### src/rtl/main_mem_loader_pkg.sv
// Shared types and constants for the board-side loader in front of the HLS core 'main'.
// Both the sequencer and its slave-port access engine import this package.
package main_mem_loader_pkg;

    localparam int SLV_CHANNELS     = 2;
    localparam int BYTE_ACCESS_SIZE = 8;

    typedef enum logic [2:0] {
        ST_IDLE,
        ST_LOAD,
        ST_WR_WAIT,
        ST_START,
        ST_RUN,
        ST_RD_REQ,
        ST_RD_WAIT,
        ST_OUT
    } state_t;

    typedef enum logic {
        ACC_IDLE,
        ACC_WAIT
    } acc_state_t;

endpackage

### src/rtl/main_mem_loader_slave_access.sv
// One-byte read/write on slave channel 0. The strobe is driven in the request cycle itself,
// then the engine waits up to MEM_TMO cycles for the data-ready acknowledge.
module main_slave_byte_access
    import main_mem_loader_pkg::*;
#(
    parameter int ADDR_W  = 10,
    parameter int DATA_W  = 64,
    parameter int SIZE_W  = 7,
    parameter int MEM_TMO = 16
) (
    input  logic              clock,
    input  logic              reset,
    input  logic              req,
    input  logic              wr,
    input  logic [ADDR_W-1:0] addr,
    input  logic [7:0]        wdata,
    output logic              mem_oe,
    output logic              mem_we,
    output logic [ADDR_W-1:0] mem_addr,
    output logic [DATA_W-1:0] mem_wdata,
    output logic [SIZE_W-1:0] mem_size,
    input  logic              data_rdy,
    output logic              ack,
    output logic              timeout
);
    localparam int TW = $clog2(MEM_TMO) + 1;

    acc_state_t      state_reg, state_next;
    logic [TW-1:0]   timer_reg, timer_next;
    logic            expired;

    assign expired = (timer_reg == TW'(MEM_TMO - 1));

    always_ff @(posedge clock) begin
        if (reset) begin
            state_reg <= ACC_IDLE;
            timer_reg <= '0;
        end else begin
            state_reg <= state_next;
            timer_reg <= timer_next;
        end
    end

    always_comb begin
        state_next = state_reg;
        timer_next = timer_reg;
        case (state_reg)
            ACC_IDLE: if (req) begin
                state_next = ACC_WAIT;
                timer_next = '0;
            end
            ACC_WAIT: if (data_rdy || expired) state_next = ACC_IDLE;
                      else timer_next = timer_reg + TW'(1);
            default:  state_next = ACC_IDLE;
        endcase
    end

    // Address and size stay at zero whenever neither strobe is high.
    always_comb begin
        mem_oe    = 1'b0;
        mem_we    = 1'b0;
        mem_addr  = '0;
        mem_wdata = '0;
        mem_size  = '0;
        ack       = 1'b0;
        timeout   = 1'b0;
        if (state_reg == ACC_IDLE && req) begin
            mem_we    = wr;
            mem_oe    = !wr;
            mem_addr  = addr;
            mem_wdata = DATA_W'(wdata);
            mem_size  = SIZE_W'(BYTE_ACCESS_SIZE);
        end
        if (state_reg == ACC_WAIT) begin
            ack     = data_rdy;
            timeout = !data_rdy && expired;
        end
    end

endmodule

### src/rtl/main_mem_loader.sv
// Loads MEM_var of the HLS core through its slave port, runs the core and times it,
// then streams the memory back out byte by byte.
module main_mem_loader
    import main_mem_loader_pkg::*;
#(
    parameter int          NBYTES    = 256,
    parameter int          BASE_ADDR = 0,
    parameter int          ADDR_W    = 10,
    parameter int          DATA_W    = 64,
    parameter int          SIZE_W    = 7,
    parameter int          MEM_TMO   = 16,
    parameter int unsigned RUN_TMO   = 200000000
) (
    input  logic                             clock,
    input  logic                             reset,
    input  logic                             go,
    input  logic                             in_valid,
    output logic                             in_ready,
    input  logic [7:0]                       in_data,
    output logic                             out_valid,
    input  logic                             out_ready,
    output logic [7:0]                       out_data,
    output logic                             out_last,
    output logic                             busy,
    output logic                             error,
    output logic [31:0]                      cycles,
    output logic                             start_port,
    input  logic                             done_port,
    output logic [SLV_CHANNELS-1:0]          S_oe_ram,
    output logic [SLV_CHANNELS-1:0]          S_we_ram,
    output logic [SLV_CHANNELS*ADDR_W-1:0]   S_addr_ram,
    output logic [SLV_CHANNELS*DATA_W-1:0]   S_Wdata_ram,
    output logic [SLV_CHANNELS*SIZE_W-1:0]   S_data_ram_size,
    input  logic [SLV_CHANNELS*DATA_W-1:0]   Sout_Rdata_ram,
    input  logic [SLV_CHANNELS-1:0]          Sout_DataRdy
);
    localparam int            KW     = $clog2(NBYTES + 1);
    localparam logic [KW-1:0] K_LAST = KW'(NBYTES - 1);

    if (BASE_ADDR + NBYTES > (1 << ADDR_W)) begin : g_addr_range_check
        $error("main_mem_loader: BASE_ADDR + NBYTES does not fit in ADDR_W address bits");
    end

    state_t              state_reg, state_next;
    logic [KW-1:0]       k_reg;
    logic [31:0]         cycles_reg;
    logic                error_reg;
    logic [7:0]          out_data_reg;
    logic                acc_req, acc_wr, acc_ack, acc_timeout, run_timeout;
    logic [ADDR_W-1:0]   acc_addr;
    logic                ch0_oe, ch0_we;
    logic [ADDR_W-1:0]   ch0_addr;
    logic [DATA_W-1:0]   ch0_wdata;
    logic [SIZE_W-1:0]   ch0_size;
    logic                unused_inputs;

    assign unused_inputs = ^{Sout_Rdata_ram[SLV_CHANNELS*DATA_W-1:8], Sout_DataRdy[SLV_CHANNELS-1:1]};
    assign acc_addr      = ADDR_W'(BASE_ADDR) + ADDR_W'(k_reg);
    assign run_timeout   = (state_reg == ST_RUN) && !done_port && (cycles_reg >= RUN_TMO);

    always_ff @(posedge clock) begin
        if (reset) state_reg <= ST_IDLE;
        else       state_reg <= state_next;
    end

    always_ff @(posedge clock) begin
        if (reset) begin
            k_reg        <= '0;
            cycles_reg   <= '0;
            error_reg    <= 1'b0;
            out_data_reg <= '0;
        end else begin
            case (state_reg)
                ST_IDLE:    if (go) begin
                    error_reg <= 1'b0;
                    k_reg     <= '0;
                end
                ST_WR_WAIT: begin
                    if (acc_ack)     k_reg     <= k_reg + KW'(1);
                    if (acc_timeout) error_reg <= 1'b1;
                end
                ST_START:   cycles_reg <= '0;
                ST_RUN: begin
                    // The cycle in which done_port is seen is counted too.
                    if (cycles_reg != 32'hFFFF_FFFF) cycles_reg <= cycles_reg + 32'd1;
                    if (done_port)   k_reg     <= '0;
                    if (run_timeout) error_reg <= 1'b1;
                end
                ST_RD_WAIT: begin
                    if (acc_ack)     out_data_reg <= Sout_Rdata_ram[7:0];
                    if (acc_timeout) error_reg    <= 1'b1;
                end
                ST_OUT:     if (out_ready) k_reg <= k_reg + KW'(1);
                default: ;
            endcase
        end
    end

    always_comb begin
        state_next = state_reg;
        case (state_reg)
            ST_IDLE:    if (go) state_next = ST_LOAD;
            ST_LOAD:    if (in_valid) state_next = ST_WR_WAIT;
            ST_WR_WAIT: if (acc_timeout) state_next = ST_IDLE;
                        else if (acc_ack) state_next = (k_reg == K_LAST) ? ST_START : ST_LOAD;
            ST_START:   state_next = ST_RUN;
            ST_RUN:     if (done_port) state_next = ST_RD_REQ;
                        else if (run_timeout) state_next = ST_IDLE;
            ST_RD_REQ:  state_next = ST_RD_WAIT;
            ST_RD_WAIT: if (acc_timeout) state_next = ST_IDLE;
                        else if (acc_ack) state_next = ST_OUT;
            ST_OUT:     if (out_ready) state_next = (k_reg == K_LAST) ? ST_IDLE : ST_RD_REQ;
            default:    state_next = ST_IDLE;
        endcase
    end

    always_comb begin
        in_ready   = (state_reg == ST_LOAD);
        out_valid  = (state_reg == ST_OUT);
        out_last   = (state_reg == ST_OUT) && (k_reg == K_LAST);
        busy       = (state_reg != ST_IDLE);
        start_port = (state_reg == ST_START);
        acc_req    = ((state_reg == ST_LOAD) && in_valid) || (state_reg == ST_RD_REQ);
        acc_wr     = (state_reg == ST_LOAD);
    end

    assign error    = error_reg;
    assign cycles   = cycles_reg;
    assign out_data = out_data_reg;

    main_slave_byte_access #(
        .ADDR_W  (ADDR_W),
        .DATA_W  (DATA_W),
        .SIZE_W  (SIZE_W),
        .MEM_TMO (MEM_TMO)
    ) u_access (
        .clock     (clock),
        .reset     (reset),
        .req       (acc_req),
        .wr        (acc_wr),
        .addr      (acc_addr),
        .wdata     (in_data),
        .mem_oe    (ch0_oe),
        .mem_we    (ch0_we),
        .mem_addr  (ch0_addr),
        .mem_wdata (ch0_wdata),
        .mem_size  (ch0_size),
        .data_rdy  (Sout_DataRdy[0]),
        .ack       (acc_ack),
        .timeout   (acc_timeout)
    );

    genvar gi;
    for (gi = 0; gi < SLV_CHANNELS; gi++) begin : g_chan
        if (gi == 0) begin : g_used
            assign S_oe_ram[gi]                          = ch0_oe;
            assign S_we_ram[gi]                          = ch0_we;
            assign S_addr_ram[gi*ADDR_W +: ADDR_W]       = ch0_addr;
            assign S_Wdata_ram[gi*DATA_W +: DATA_W]      = ch0_wdata;
            assign S_data_ram_size[gi*SIZE_W +: SIZE_W]  = ch0_size;
        end else begin : g_tied
            assign S_oe_ram[gi]                          = 1'b0;
            assign S_we_ram[gi]                          = 1'b0;
            assign S_addr_ram[gi*ADDR_W +: ADDR_W]       = '0;
            assign S_Wdata_ram[gi*DATA_W +: DATA_W]      = '0;
            assign S_data_ram_size[gi*SIZE_W +: SIZE_W]  = '0;
        end
    end

endmodule

### config.mk
export PLATFORM = sky130hd
export DESIGN_NAME = main_mem_loader
export DESIGN_NICKNAME = d
export VERILOG_FILES = /design/src/rtl/main_mem_loader_pkg.sv /design/src/rtl/main_mem_loader_slave_access.sv /design/src/rtl/main_mem_loader.sv
export SDC_FILE = /design/constraint.sdc
export NUM_CORES = 1
export LEC_CHECK = 0
export CORE_AREA = 2 2 140 142
export DETAILED_ROUTE_END_ITERATION = 10
export DIE_AREA = 0 0 142 144
export SETUP_SLACK_MARGIN = 0.2
export SLEW_MARGIN = 20
export SYNTH_ARGS = -nofsm -noshare
export SYNTH_HDL_FRONTEND = slang
export SYNTH_SLANG_ARGS = --single-unit
### constraint.sdc
create_clock -name clock -period 2.3 [get_ports clock]
set_input_delay 0.46 -clock clock [delete_from_list [all_inputs] [get_ports clock]]
set_output_delay 0.46 -clock clock [all_outputs]
set_load 0.02 [all_outputs]
==> impl_metrics.env, run 1 <==
export IMPL_run_status="complete, no violations"
export IMPL_number_of_flops_mapped_to_enable_cells_by_yosys=0
export IMPL_h_tree_depth=3
export IMPL_chipWidth_um=142
export IMPL_timing_hold_worst_path_depth=2
export IMPL_dpl_cell_area_um2=5290
export IMPL_cts_inserted_buffers=9
export IMPL_clk_pin_slew_ns=0.05
export IMPL_gp_congestion=0.771
export IMPL_timing_slew_headroom=0.555
export IMPL_worst_ir_drop_vdd_uv=339
export IMPL_timing_final_crit_share=0.924
export IMPL_timing_critical_path_required_ns=1.84
export IMPL_core_area_um2=19100
export IMPL_worst_skew_pair_late_latency_ns=0.34
export IMPL_synthCells=564
export IMPL_period_minus_slack_ns=2.13
export IMPL_clockRootBuffer="sky130_fd_sc_hd__clkbuf_16"
export IMPL_fin_cells=931
export IMPL_cts_root_to_sink_buffers=2
export IMPL_tritoncts="done"
export IMPL_ioPinCount=356
export IMPL_wirelength_um=11200
export IMPL_timing_critical_path_cells="nand2b_4, or3_4, inv_6, buf_12, and2_4, buf_6"
export IMPL_hold_violations=0
export IMPL_synth_compound_area_share=0.115
export IMPL_crit_fanout=8
export IMPL_worst_r2r_endpoint="u_access.timer_reg[3]"
export IMPL_rsz0062_at_grt="yes"
export IMPL_setup_worst_path_end_class="output port"
export IMPL_layout_nets=839
export IMPL_cpMaxStageDelayCell="sky130_fd_sc_hd__or3_4"
export IMPL_grt_pass1_wl_um=17300
export IMPL_area_growth_pct=32.1
export IMPL_grt_remaining_overflow=0
export IMPL_hold_start="k_reg[8]"
export IMPL_post_synth_and_or_nand_nor_area_fraction=0.265
export IMPL_leakage_uw=0.00244
export IMPL_synth_area_leader_cell="sky130_fd_sc_hd__dfxtp_1"
export IMPL_layout_core_utilization=0.304
export IMPL_yosys_warnings=0
export IMPL_pin_slew_with_the_least_headroom_to_its_limit_ns=0.667
export IMPL_synth_distinct_cells=56
export IMPL_min_to="k_reg[8]"
export IMPL_start_util=0.230
export IMPL_gr_usage_all_layers=0.109
export IMPL_start_kind="flop"
export IMPL_share_of_synthesized_area_occupied_by_flip_flops_and_latches=0.269
export IMPL_clock_sinks=59
export IMPL_synth_area_um2=4390
export IMPL_finalSetupViolCount=0
export IMPL_reg2reg_slack_ns=0.29
export IMPL_yosys_area_share_xor_xnor=0.0299
export IMPL_most_used_standard_cell_by_instance_count_after_synthesis="sky130_fd_sc_hd__buf_4"
export IMPL_slew_violations=0
export IMPL_dpl_hpwl_um=8330
export IMPL_criticalPathCategory="reg2out"
export IMPL_row_count=51
export IMPL_timing_fmax_mhz=470
export IMPL_ys_async_sr_fraction=0
export IMPL_yosys_top_cells_count="148 x sky130_fd_sc_hd__buf_4, 59 x sky130_fd_sc_hd__dfxtp_1, 53 x sky130_fd_sc_hd__nor2_1"
export IMPL_synthesis_area_per_instance_um2=7.79
export IMPL_drc=0
export IMPL_hold_path_class="reg2reg"
export IMPL_synthDominantCellAreaShare=0.269
export IMPL_die_height_um=144
export IMPL_detailedRoute_firstPassIterationCount=4
export IMPL_post_drt_via_cell_ratio=4.11
export IMPL_synth_area_leaders="sky130_fd_sc_hd__dfxtp_1 27%, sky130_fd_sc_hd__buf_4 25%, sky130_fd_sc_hd__nor2_1 4.5%, sky130_fd_sc_hd__a21oi_1 3.8%, sky130_fd_sc_hd__nand2_1 3.0%"
export IMPL_worst_clock_skew_ns=0.00649
export IMPL_synth_adder_area_share=0.0171
export IMPL_yosys_mux_area_fraction=0.0228
export IMPL_drt_first_iter_violations=199
export IMPL_dp_cells=910
export IMPL_dr_total_vias=3831
export IMPL_ys_dominant_reg_cell="sky130_fd_sc_hd__dfxtp_1"
export IMPL_power_density_nw_per_um2=491
export IMPL_rr_startpoint="u_access.timer_reg[0]"
export IMPL_crit_path_max_incr_delay_ns=0.41
export IMPL_critical_path_startpoint="state_reg[1]"
export IMPL_largest_reg_flops=32
export IMPL_cp_data_arrival_time_ns=1.67
export IMPL_final_cell_area_um2=5800
export IMPL_drv_cap=0
export IMPL_drt_antenna_violating_nets=0
export IMPL_r2r_worst_path_cells=7
export IMPL_combinational_family_with_the_most_area_after_synthesis="buffers and inverters"
export IMPL_design_die_area_um2=20400
export IMPL_drive_gt1_frac=0.205
export IMPL_port_buffer_count=88
export IMPL_largest_net_degree_at_the_start_of_global_routing=28
export IMPL_synth_seq_cells=59
export IMPL_antenna_cells=0
export IMPL_grt_antenna_before_repair=0
export IMPL_avgRoutedWirePerCell_um=12.0
export IMPL_first_global_vias=3329
cell usage in the layout, fill, tap and decap left out, drive strengths merged, types with 10 or more instances in the layout:
cell type and n:
a21oi 33, and2 20, buf 68, clkbuf 13, clkdlybuf4s50 62, conb 146, dfxtp 59, inv 11
mux2i 10, nand2 35, nand3 21, nand4 19, nor2 54, nor3 10, o21ai 19, o31ai 10
or3 10, or4 11, xor2 13
worst max-delay path by stage:
| stage | end | slack, ns | cells past startpoint |
|---|---|---|---|
| after floorplan | cycles[20] | 0.21 | 7 |
| after global placement | S_Wdata_ram[3] | -0.54 | 7 |
| after detailed placement | S_Wdata_ram[3] | -0.53 | 7 |
| after CTS | S_Wdata_ram[3] | 0.07 | 6 |
| after global routing | S_Wdata_ram[3] | 0.12 | 6 |
| final | S_Wdata_ram[3] | 0.17 | 6 |
stage by stage:
| step | hold WS [ns] | TNS, ns | setup slack [ns] | power (uW) |
|---|---|---|---|---|
| 6_report | 0.493 | 0 | 0.174 | 2850 |
| 5_1_grt | 0.524 | 0 | 0.116 | 2970 |
| 4_1_cts | 0.493 | 0 | 0.0700 | 2870 |
| 3_5_place_dp | 0.481 | -8.81 | -0.529 | 1460 |
| 3_3_place_gp | 0.469 | -9.10 | -0.535 | 1460 |
| 2_1_floorplan | 0.457 | 0 | 0.210 | 1550 |
metal layers:
metal | vias up | wire, um | share of wire | GRT usage
met2 | 157 | 5050 | 0.45 | 0.168
met1 | 1764 | 5220 | 0.47 | 0.143
met4 | 0 | 117 | 0.010 | 0.0332
met5 | - | 0 | 0 | 0
li1 | 1900 | - | - | -
met3 | 10 | 814 | 0.073 | 0.0391
worst max-delay path, delay by kind of cell, from the launching register on:
kind	cells	cell delay, ns
simple gates	3	0.69
buf+inv	3	0.33
flops	1	0.31
cell type report:
type,count,area [um2]
fillers,2054,13300
multi-input cells,472,2670
repair buffers,136,1300
flip-flops and latches,59,1190
well taps,238,298
clock buffers,13,260
inverters,11,46.3
clock inverters,2,35.0
cells by family (layout without fill, tap and decap cells):
group	count (synthesis)	in the layout
adders and majority gates	6	6
AOI/OAI and AO/OA	83	83
DFF	59	59
other	1	146
muxes	10	10
xor gates and xnor gates	15	15
and+or+nand+nor	211	212
buffers and inverters	179	162
timing repair:
item | CTS | global route
cloned | 1 | 1
setup buffers | 1 | 3
gates resized for setup | 146 | 32
endpoints found under the setup margin | 33 | 33
hold buffers | 0 | 0
pin swaps | 9 | 9
report_power, final:
part           switching (uW)  leakage (uW)  internal [uW]
clock                     483      0.000146            890
sequential               3.54      0.000480           1030
combinational             329       0.00181            115
No activity file was read; power rests on OpenSTA's default activity.
==> run 2: changes to the inputs <==
- CTS_CLUSTER_DIAMETER: not set -> 50
- GPL_ROUTABILITY_DRIVEN: not set -> 1
==> results of run 2 <==
No change in the layout: final DEF, timing and power equal those of run 1.
==> run 3: changes to the inputs <==
- GPL_TIMING_DRIVEN: not set -> 0
==> impl_metrics.env, run 3 (synthesis gave the netlist of run 1 again) <==
export IMPL_grt_antenna_before_repair=0
export IMPL_cts_root_to_sink_buffers=2
export IMPL_timing_critical_path_required_ns=1.84
export IMPL_die_height_um=144
export IMPL_cp_data_arrival_time_ns=1.70
export IMPL_largest_reg_flops=32
export IMPL_timing_slew_headroom=0.636
export IMPL_clock_sinks=59
export IMPL_crit_fanout=8
export IMPL_layout_cells_most_common="sky130_fd_sc_hd__buf_4"
export IMPL_gr_usage_all_layers=0.113
export IMPL_area_growth_pct=55.2
export IMPL_detailedRoute_firstPassIterationCount=5
export IMPL_first_global_vias=3600
export IMPL_tritoncts="done"
export IMPL_ioPinCount=356
export IMPL_largest_net_degree_at_the_start_of_global_routing=11
export IMPL_hold_violations=0
export IMPL_port_buffer_count=88
export IMPL_totalNegativeSetupSlack_ns=0
export IMPL_start_kind="flop"
export IMPL_clockRootBuffer="sky130_fd_sc_hd__clkbuf_16"
export IMPL_design_die_area_um2=20400
export IMPL_avgRoutedWirePerCell_um=11.5
export IMPL_post_drt_via_cell_ratio=4.00
export IMPL_timing_final_crit_share=0.940
export IMPL_timing_fmax_mhz=462
export IMPL_finalSetupViolCount=0
export IMPL_row_count=51
export IMPL_leakage_uw=0.00317
export IMPL_final_cell_area_um2=6810
export IMPL_h_tree_depth=3
export IMPL_dpl_cell_area_um2=6130
export IMPL_power_density_nw_per_um2=448
export IMPL_start_util=0.230
export IMPL_timing_hold_ws_ns=0.485
export IMPL_criticalPathCategory="reg2out"
export IMPL_core_area_um2=19100
export IMPL_pin_slew_with_the_least_headroom_to_its_limit_ns=0.546
export IMPL_grt_remaining_overflow=0
export IMPL_postCtsHoldBufs=0
export IMPL_slew_violations=0
export IMPL_worst_skew_pair_late_latency_ns=0.34
export IMPL_setup_worst_path_end_class="output port"
export IMPL_rsz0062_at_grt="yes"
export IMPL_period_minus_slack_ns=2.16
export IMPL_drv_cap=0
export IMPL_dpl_hpwl_um=9290
export IMPL_chipWidth_um=142
export IMPL_grt_pass1_wl_um=18600
export IMPL_antenna_cells=0
export IMPL_drt_first_iter_violations=252
export IMPL_layout_cells_most_common_list="164 x sky130_fd_sc_hd__buf_4, 146 x sky130_fd_sc_hd__conb_1, 62 x sky130_fd_sc_hd__clkdlybuf4s50_1"
export IMPL_layout_nets=972
export IMPL_cts_inserted_buffers=9
export IMPL_worst_ir_drop_vdd_uv=369
export IMPL_drive_gt1_frac=0.348
export IMPL_drc=0
export IMPL_hold_path_class="reg2reg"
export IMPL_drt_antenna_violating_nets=0
export IMPL_dr_total_vias=4256
export IMPL_worst_clock_skew_ns=0.00757
export IMPL_run_status="complete, no violations"
export IMPL_gp_congestion=0.837
export IMPL_clk_pin_slew_ns=0.05
export IMPL_wirelength_um=12300
run 3: changes by cell type in the layout (fill, tap and decap cells not counted), moves of 4 or more:
cell	change
sky130_fd_sc_hd__buf_4	+120
sky130_fd_sc_hd__dfxtp_1	-8
sky130_fd_sc_hd__buf_2	+6
sky130_fd_sc_hd__buf_8	+4
sky130_fd_sc_hd__clkbuf_2	+4
sky130_fd_sc_hd__dfxtp_2	+4
sky130_fd_sc_hd__dfxtp_4	+4
run 3: stage by stage:
stage	total power [uW]	setup WS, ns	std cells	utilization
global route	3170	0.0950	1065	0.357
floorplan	1550	0.210	709	-
CTS	3070	0.0638	1057	0.347
global placement	1640	-0.873	1035	0.321
finish	3050	0.138	1065	0.357
detailed placement	1640	-0.888	1035	0.321
run 3: cell type report:
type / count / area (um2)
Timing Repair Buffer: 102 / 986
Tap cell: 238 / 298
Sequential cell: 59 / 1210
Multi-Input combinational cell: 471 / 2700
Inverter: 11 / 53.8
Clock buffer: 12 / 256
Clock inverter: 4 / 48.8
Fill cell: 1997 / 12300
Buffer: 168 / 1260
run 3: worst paths after layout:
| check | from | endpoint | slack (ns) | cells past startpoint |
|---|---|---|---|---|
| setup / recovery | state_reg[1] | S_Wdata_ram[0] | 0.14 | 7 |
| hold / removal | cycles[1] | cycles[1] | 0.49 | 2 |
| setup reg to reg | state_reg[0] | cycles[20] | 0.24 | 9 |
| hold reg to reg | cycles[1] | cycles[1] | 0.49 | 2 |
run 3: power breakdown:
| part | internal (uW) | total [uW] | switching, uW |
|---|---|---|---|
| Clock | 895 | 1380 | 490 |
| Combinational | 281 | 644 | 363 |
| Sequential | 1020 | 1030 | 3.37 |
run 3: timing repair:
action,CTS,global route
pin swaps,9,10
setup buffers,5,8
setup endpoints to repair,56,62
gates cloned,1,0
resized for setup,184,54
run 3: metal layers:
metal,part of all wire,routed length (um),global-route usage
met4,0.0092,113,0.0316
met5,0,0,0
met1,0.44,5450,0.144
met3,0.086,1050,0.0417
met2,0.46,5670,0.181
run 3: worst max-delay path, cell delays in order, from the launching register on:
cell and delay (ns):
sky130_fd_sc_hd__dfxtp_1 0.32, sky130_fd_sc_hd__nand2b_4 0.14, sky130_fd_sc_hd__or3_4 0.33, sky130_fd_sc_hd__buf_8 0.15, sky130_fd_sc_hd__clkinv_8 0.06, sky130_fd_sc_hd__buf_8 0.10
sky130_fd_sc_hd__and2_4 0.14, sky130_fd_sc_hd__buf_6 0.11
